<file path="config.mk">
export PLATFORM = sky130hd
export DESIGN_NAME = eth_frame_packetizer
export DESIGN_NICKNAME = d
export VERILOG_FILES = /design/src/rtl/eth_frame_packetizer.sv
export SDC_FILE = /design/constraint.sdc
export NUM_CORES = 2
export LEC_CHECK = 0
export ABC_AREA = 1
export CORE_AREA = 2 2 438 440
export CTS_CLUSTER_DIAMETER = 150
export DETAILED_ROUTE_END_ITERATION = 7
export DIE_AREA = 0 0 440 442
export PLACE_DENSITY_LB_ADDON = 0.2
export SLEW_MARGIN = 5
export SYNTH_ARGS = -nofsm -noshare
export SYNTH_HDL_FRONTEND = slang
export SYNTH_SLANG_ARGS = --single-unit
</file>
<file path="constraint.sdc">
create_clock -name clk -period 3 [get_ports clk]
set_input_delay 0.45 -clock clk [delete_from_list [all_inputs] [get_ports clk]]
set_output_delay 0.45 -clock clk [all_outputs]
set_load 0.005 [all_outputs]
</file>
<file path="src/rtl/eth_frame_packetizer.sv">
// MAC-side Avalon-ST to frame-buffer packet stream: tags beats with frame ID and sop/eop,
// truncates over-length frames, drops orphan beats. Output register plus 1-entry skid buffer.
module eth_frame_packetizer #(
  parameter int          AVL_DATA_WIDTH     = 518,
  parameter int          FRAME_ID_WIDTH     = 32,
  parameter int          FRAME_OFFSET_WIDTH = 5,
  parameter logic [3:0]  PORT_ID            = 4'd0,
  parameter int          WIDTH_PKT          = AVL_DATA_WIDTH + 2 + FRAME_ID_WIDTH
) (
  input  logic                        clk,
  input  logic                        rst,
  input  logic [AVL_DATA_WIDTH-7:0]   eth_data,
  input  logic [5:0]                  eth_empty,
  input  logic                        eth_valid,
  input  logic                        eth_sop,
  input  logic                        eth_eop,
  output logic                        eth_ready,
  output logic [WIDTH_PKT-1:0]        noc_data_in,
  output logic [3:0]                  noc_valid_in,
  output logic [3:0]                  noc_sop_in,
  output logic [3:0]                  noc_eop_in,
  input  logic                        noc_ready_out,
  output logic [15:0]                 frames_sent,
  output logic [15:0]                 frames_truncated,
  output logic [15:0]                 beats_dropped
);

  localparam int DATA_W = AVL_DATA_WIDTH - 6;
  localparam int SEQ_W  = FRAME_ID_WIDTH - 4;
  localparam int SOP_B  = AVL_DATA_WIDTH + 1;
  localparam int EOP_B  = AVL_DATA_WIDTH;

  localparam logic [1:0] S_IDLE = 2'd0;
  localparam logic [1:0] S_PASS = 2'd1;
  localparam logic [1:0] S_DROP = 2'd2;

  localparam logic [FRAME_OFFSET_WIDTH-1:0] CNT_ONE = 1;
  localparam logic [FRAME_OFFSET_WIDTH-1:0] CNT_MAX = '1;
  localparam logic [SEQ_W-1:0]              SEQ_ONE = 1;

  logic [1:0]                    state_q, state_d;
  logic [SEQ_W-1:0]              seq_q, seq_d;
  logic [FRAME_OFFSET_WIDTH-1:0] beat_cnt_q, beat_cnt_d;
  logic                          rdy_q, rdy_d;
  logic                          skid_valid_q, skid_valid_d;
  logic [DATA_W-1:0]             skid_data_q, skid_data_d;
  logic [5:0]                    skid_empty_q, skid_empty_d;
  logic                          skid_sop_q, skid_sop_d;
  logic                          skid_eop_q, skid_eop_d;
  logic                          out_valid_q, out_valid_d;
  logic [WIDTH_PKT-1:0]          out_pkt_q, out_pkt_d;
  logic [15:0]                   sent_q, sent_d;
  logic [15:0]                   trunc_q, trunc_d;
  logic [15:0]                   drop_q, drop_d;

  logic              in_fire, cand_valid, out_free, consume, emit;
  logic [DATA_W-1:0] cand_data, e_data;
  logic [5:0]        cand_empty, e_empty;
  logic              cand_sop, cand_eop, e_sop, e_eop;

  always_comb begin
    state_d      = state_q;
    seq_d        = seq_q;
    beat_cnt_d   = beat_cnt_q;
    skid_valid_d = skid_valid_q;
    skid_data_d  = skid_data_q;
    skid_empty_d = skid_empty_q;
    skid_sop_d   = skid_sop_q;
    skid_eop_d   = skid_eop_q;
    out_valid_d  = out_valid_q;
    out_pkt_d    = out_pkt_q;
    sent_d       = sent_q;
    trunc_d      = trunc_q;
    drop_d       = drop_q;
    consume      = 1'b0;
    emit         = 1'b0;
    e_sop        = 1'b0;
    e_eop        = 1'b0;
    e_empty      = '0;
    e_data       = '0;

    in_fire    = eth_valid && rdy_q;
    cand_valid = skid_valid_q || in_fire;
    cand_data  = skid_valid_q ? skid_data_q  : eth_data;
    cand_empty = skid_valid_q ? skid_empty_q : eth_empty;
    cand_sop   = skid_valid_q ? skid_sop_q   : eth_sop;
    cand_eop   = skid_valid_q ? skid_eop_q   : eth_eop;
    out_free   = !out_valid_q || noc_ready_out;

    if (out_free) out_valid_d = 1'b0;

    // Beats are only processed when the output register can take a result, so drops also wait.
    if (cand_valid && out_free) begin
      if (state_q == S_PASS) begin
        if (cand_sop) begin
          // Missing eop: close the open frame, leave the sop beat pending for IDLE handling.
          emit    = 1'b1;
          e_eop   = 1'b1;
          sent_d  = sent_q + 16'd1;
          seq_d   = seq_q + SEQ_ONE;
          state_d = S_IDLE;
        end else begin
          consume = 1'b1;
          emit    = 1'b1;
          e_data  = cand_data;
          if (cand_eop) begin
            e_eop   = 1'b1;
            e_empty = cand_empty;
            sent_d  = sent_q + 16'd1;
            seq_d   = seq_q + SEQ_ONE;
            state_d = S_IDLE;
          end else if (beat_cnt_q == CNT_MAX) begin
            e_eop   = 1'b1;
            sent_d  = sent_q + 16'd1;
            trunc_d = trunc_q + 16'd1;
            seq_d   = seq_q + SEQ_ONE;
            state_d = S_DROP;
          end else begin
            beat_cnt_d = beat_cnt_q + CNT_ONE;
          end
        end
      end else begin
        consume = 1'b1;
        if (cand_sop) begin
          emit       = 1'b1;
          e_sop      = 1'b1;
          e_data     = cand_data;
          beat_cnt_d = CNT_ONE;
          if (cand_eop) begin
            e_eop   = 1'b1;
            e_empty = cand_empty;
            sent_d  = sent_q + 16'd1;
            seq_d   = seq_q + SEQ_ONE;
            state_d = S_IDLE;
          end else begin
            state_d = S_PASS;
          end
        end else begin
          drop_d = drop_q + 16'd1;
          if (cand_eop) state_d = S_IDLE;
        end
      end
    end

    if (emit) begin
      out_valid_d = 1'b1;
      out_pkt_d   = {PORT_ID, seq_q, e_sop, e_eop, e_empty, e_data};
    end

    if (skid_valid_q) begin
      if (consume) skid_valid_d = 1'b0;
    end else if (in_fire && !consume) begin
      skid_valid_d = 1'b1;
      skid_data_d  = eth_data;
      skid_empty_d = eth_empty;
      skid_sop_d   = eth_sop;
      skid_eop_d   = eth_eop;
    end

    rdy_d = !skid_valid_d;
  end

  always_ff @(posedge clk or negedge rst) begin
    if (!rst) begin
      state_q      <= S_IDLE;
      seq_q        <= '0;
      beat_cnt_q   <= '0;
      rdy_q        <= 1'b0;
      skid_valid_q <= 1'b0;
      skid_data_q  <= '0;
      skid_empty_q <= '0;
      skid_sop_q   <= 1'b0;
      skid_eop_q   <= 1'b0;
      out_valid_q  <= 1'b0;
      out_pkt_q    <= '0;
      sent_q       <= '0;
      trunc_q      <= '0;
      drop_q       <= '0;
    end else begin
      state_q      <= state_d;
      seq_q        <= seq_d;
      beat_cnt_q   <= beat_cnt_d;
      rdy_q        <= rdy_d;
      skid_valid_q <= skid_valid_d;
      skid_data_q  <= skid_data_d;
      skid_empty_q <= skid_empty_d;
      skid_sop_q   <= skid_sop_d;
      skid_eop_q   <= skid_eop_d;
      out_valid_q  <= out_valid_d;
      out_pkt_q    <= out_pkt_d;
      sent_q       <= sent_d;
      trunc_q      <= trunc_d;
      drop_q       <= drop_d;
    end
  end

  assign eth_ready        = rdy_q;
  assign noc_data_in      = out_pkt_q;
  assign noc_valid_in     = {4{out_valid_q}};
  assign noc_sop_in       = {4{out_pkt_q[SOP_B]}};
  assign noc_eop_in       = {4{out_pkt_q[EOP_B]}};
  assign frames_sent      = sent_q;
  assign frames_truncated = trunc_q;
  assign beats_dropped    = drop_q;

endmodule

</file>
==> flow_metrics.py <==
metrics = {
    "placed_design": {
        "place.gp.congestion": 0.850,
        "hpwl_um": 134000,
        "io_buffers": 1132,
        "pre_cts_ws_ns": 0.213,
    },
    "power_and_ir_drop": {
        "sequentialPowerShare_pct": 35.3,
        "total_power_mw": 74.7,
        "internal_power_mw": 46.1,
        "leakagePower_nw": 32.0,
        "vdd_drop_max_v": 0.000517,
        "combPwrFrac_pct": 41.5,
        "clockPowerShare_pct": 23.2,
        "p_sw_mw": 28.6,
        "p_sw_share_pct": 38.2,
        "powerDensity_nw_per_um2": 1080,
    },
    "grt": {
        "grt_max_degree": 102,
        "first_global_vias": 41234,
        "grt_pass1_wl_um": 285000,
        "overflow": 0,
        "grt_antenna_before_repair": 43,
        "grt_usage_pct": 19.5,
    },
    "clock_tree": {
        "cts_sinks": 1154,
        "clkSlewWorstSetupHoldPaths_ns": 0.06,
        "htree_levels": 4,
        "cts_tree": "yes",
        "cts-buffers-inserted": 142,
        "cts_resized": 0,
        "hold_buffers": 1,
        "cts_setup_buffers": 0,
        "clockBufferDepth": 3,
        "root_buffer": "clkbuf_16",
        "insertion_delay_ns": 0.81,
    },
    "routing": {
        "ant_nets": 0,
        "drcViolationCount": 0,
        "vias": 41880,
        "wl_per_cell_um": 21.3,
        "via_per_inst": 4.61,
        "initialDrtViolationCount": 2980,
        "wl_um": 193000,
        "drt_pass1_iterations": 7,
    },
    "logic_synthesis": {
        "yosysUniqueCellTypes": 25,
        "synth-seq-cells": 1154,
        "yosysSeqAreaShare_pct": 57.8,
        "synthCells": 5404,
        "syn_area_um2": 50000,
        "synth_area_per_cell_um2": 9.25,
        "ys.warnings.count": 0,
    },
    "setup_path": {
        "worstSetupStartpointType": "register",
        "r2r_end": "skid_data_q[79]$_DFFE_PN0P_",
        "crit_end": "noc_data_in[519]",
        "worst_ep_arrival_time_ns": 2.08,
        "worstPathRequired_ns": 2.55,
        "rr_worst_depth": 9,
        "cp_max_fo": 6,
        "max_stage_delay_ns": 0.74,
        "reg2reg_slack_ns": 0.62,
        "startpoint": "noc_data_in[519]$_DFFE_PN0P_",
        "critPathTopFamily": "buffers and inverters",
        "cp.depth": 1,
        "endpoint_kind": "output port",
        "path_class": "reg -> out",
        "crit_slowest_cell": "clkdlybuf4s50_1",
        "cp_num_buf_inv": 1,
        "cp_cell_sequence": "clkdlybuf4s50_1",
        "r2r-start": "skid_valid_q$_DFF_PN0_",
    },
    "finish": {
        "fin_nets": 6971,
        "area_growth_pct": 38.8,
        "drive_above_1_share_pct": 5.55,
        "ff_latch_area_um2": 28900,
        "mostFrequentLayoutCells": "1,888 x nand2_1, 1,153 x dfrtp_1, 1,131 x clkdlybuf4s50_1",
        "layout_commonest_cell": "nand2_1",
        "fillers": 19125,
        "multi_input_area_um2": 18700,
    },
    "run": {
        "max-cap-violations": 0,
    },
    "sta": {
        "fin_tns_setup_ns": 0,
        "tightest_slew_ns": 0.997,
        "finalCritPeriodShare_pct": 84.4,
        "fmax_ghz": 0.395,
        "finalHoldViolCount": 0,
        "skew_ns": 0.0462,
        "maxSlewHeadroom_pct": 33.6,
        "rsz0062_at_grt": "no",
        "min_period_ns": 2.53,
        "fin_ws_ns": 0.469,
        "final_max_slew_viol_count": 0,
        "setup_violations": 0,
    },
    "run_status": {
        "status": "complete, no violations",
    },
    "hold_path": {
        "min-delay-path-class": "in -> async",
    },
    "floorplan": {
        "start_util_pct": 26.4,
        "ios": 1137,
        "die_area_um2": 194000,
        "fp.dieW_um": 440,
        "die_h_um": 442,
        "rows": 160,
        "fp.coreArea_um2": 190000,
    },
}
[worst min path at each step]
stage | from | to | depth (start not counted)
after floorplan | rst | beat_cnt_q[0]$_DFFE_PN0P_ | 0
after global placement | skid_data_q[217]$_DFFE_PN0P_ | skid_data_q[217]$_DFFE_PN0P_ | 2
after detailed placement | rst | noc_data_in[2]$_DFFE_PN0P_ | 1
after CTS | eth_data[459] | skid_data_q[459]$_DFFE_PN0P_ | 3
after global routing | eth_data[141] | skid_data_q[141]$_DFFE_PN0P_ | 3
final | rst | noc_data_in[2]$_DFFE_PN0P_ | 2
[registers in the layout, indices dropped and copies added, names as in the netlist]
| register | cells |
|---|---|
| skid_sop_q | 1 |
| beats_dropped | 16 |
| seq_q | 28 |
| skid_valid_q | 1 |
| out_valid_q | 1 |
| beat_cnt_q | 5 |
| skid_empty_q | 6 |
| frames_sent | 16 |
| noc_data_in | 548 |
| state_q | 2 |
| skid_eop_q | 1 |
| skid_data_q | 512 |
| eth_ready | 1 |
| frames_truncated | 16 |
[power groups by stage]
stage	Combinational [mW]	Sequential [mW]	Clock [mW]
CTS	31.6	26.3	17.9
global route	34.3	27.1	18.5
finish	31.0	26.4	17.3
global placement	31.2	26.4	0
detailed placement	31.5	26.5	0
floorplan	15.7	25.8	0
[cells by family after synthesis]
| logic type | after synthesis | synth area share (%) |
|---|---|---|
| other cells | 1 | 0.00751 |
| flops | 1154 | 57.8 |
| buf+inv | 532 | 4.99 |
| simple gates | 2503 | 20.2 |
| xor+xnor | 39 | 0.684 |
| fa+ha+maj | 6 | 0.150 |
| mux | 446 | 8.94 |
| compound gates | 723 | 7.25 |
[area by class of cell]
| class | count | share of cell area [%] |
|---|---|---|
| clock inverters | 46 | 0.901 |
| diodes | 25 | 0.0902 |
| repair buffers | 1268 | 19.2 |
| inverters | 154 | 0.836 |
| multi-input cells | 3721 | 26.9 |
| well taps | 2511 | 4.53 |
| flip-flops and latches | 1154 | 41.7 |
| clock buffers | 203 | 5.85 |
[cell usage after synthesis (all sizes together)]
cell / n / share of area, %
a21o: 1 / 0.015
dfrtp: 1154 / 58
buf: 268 / 3.0
nand4: 6 / 0.075
mux2i: 446 / 8.9
conb: 1 / 0.0075
nand2: 1892 / 14
nor2: 85 / 0.65
o21ai: 722 / 7.2
nor3: 14 / 0.14
nand3: 504 / 5.1
ha: 6 / 0.15
inv: 154 / 1.2
xor2: 23 / 0.40
xnor2: 16 / 0.28
clkbuf: 110 / 0.83
nand3b: 2 / 0.030
[per-layer routing]
metal / routed length (um) / GRT usage [%] / part of all wire [%] / vias up
met5: 108 / 0 / 0.056 / -
li1: - / - / - / 19809
met2: 94500 / 32.1 / 49 / 1156
met3: 11900 / 4.78 / 6.2 / 273
met1: 80700 / 24.5 / 42 / 20626
met4: 5720 / 7.42 / 3.0 / 16
[stage by stage]
step                      std cells  utilization (%)  hold WS [ns]  area (um2)
after floorplan                5407                -         0.154       50000
after global placement         8807             34.1         0.452       64600
after detailed placement       8807             34.1         0.448       64600
after CTS                      9057             36.5         0.120       69300
after global routing           9080             36.6         0.172       69300
final                          9082             36.6         0.192       69300
No activity file was read; power rests on OpenSTA's default activity.
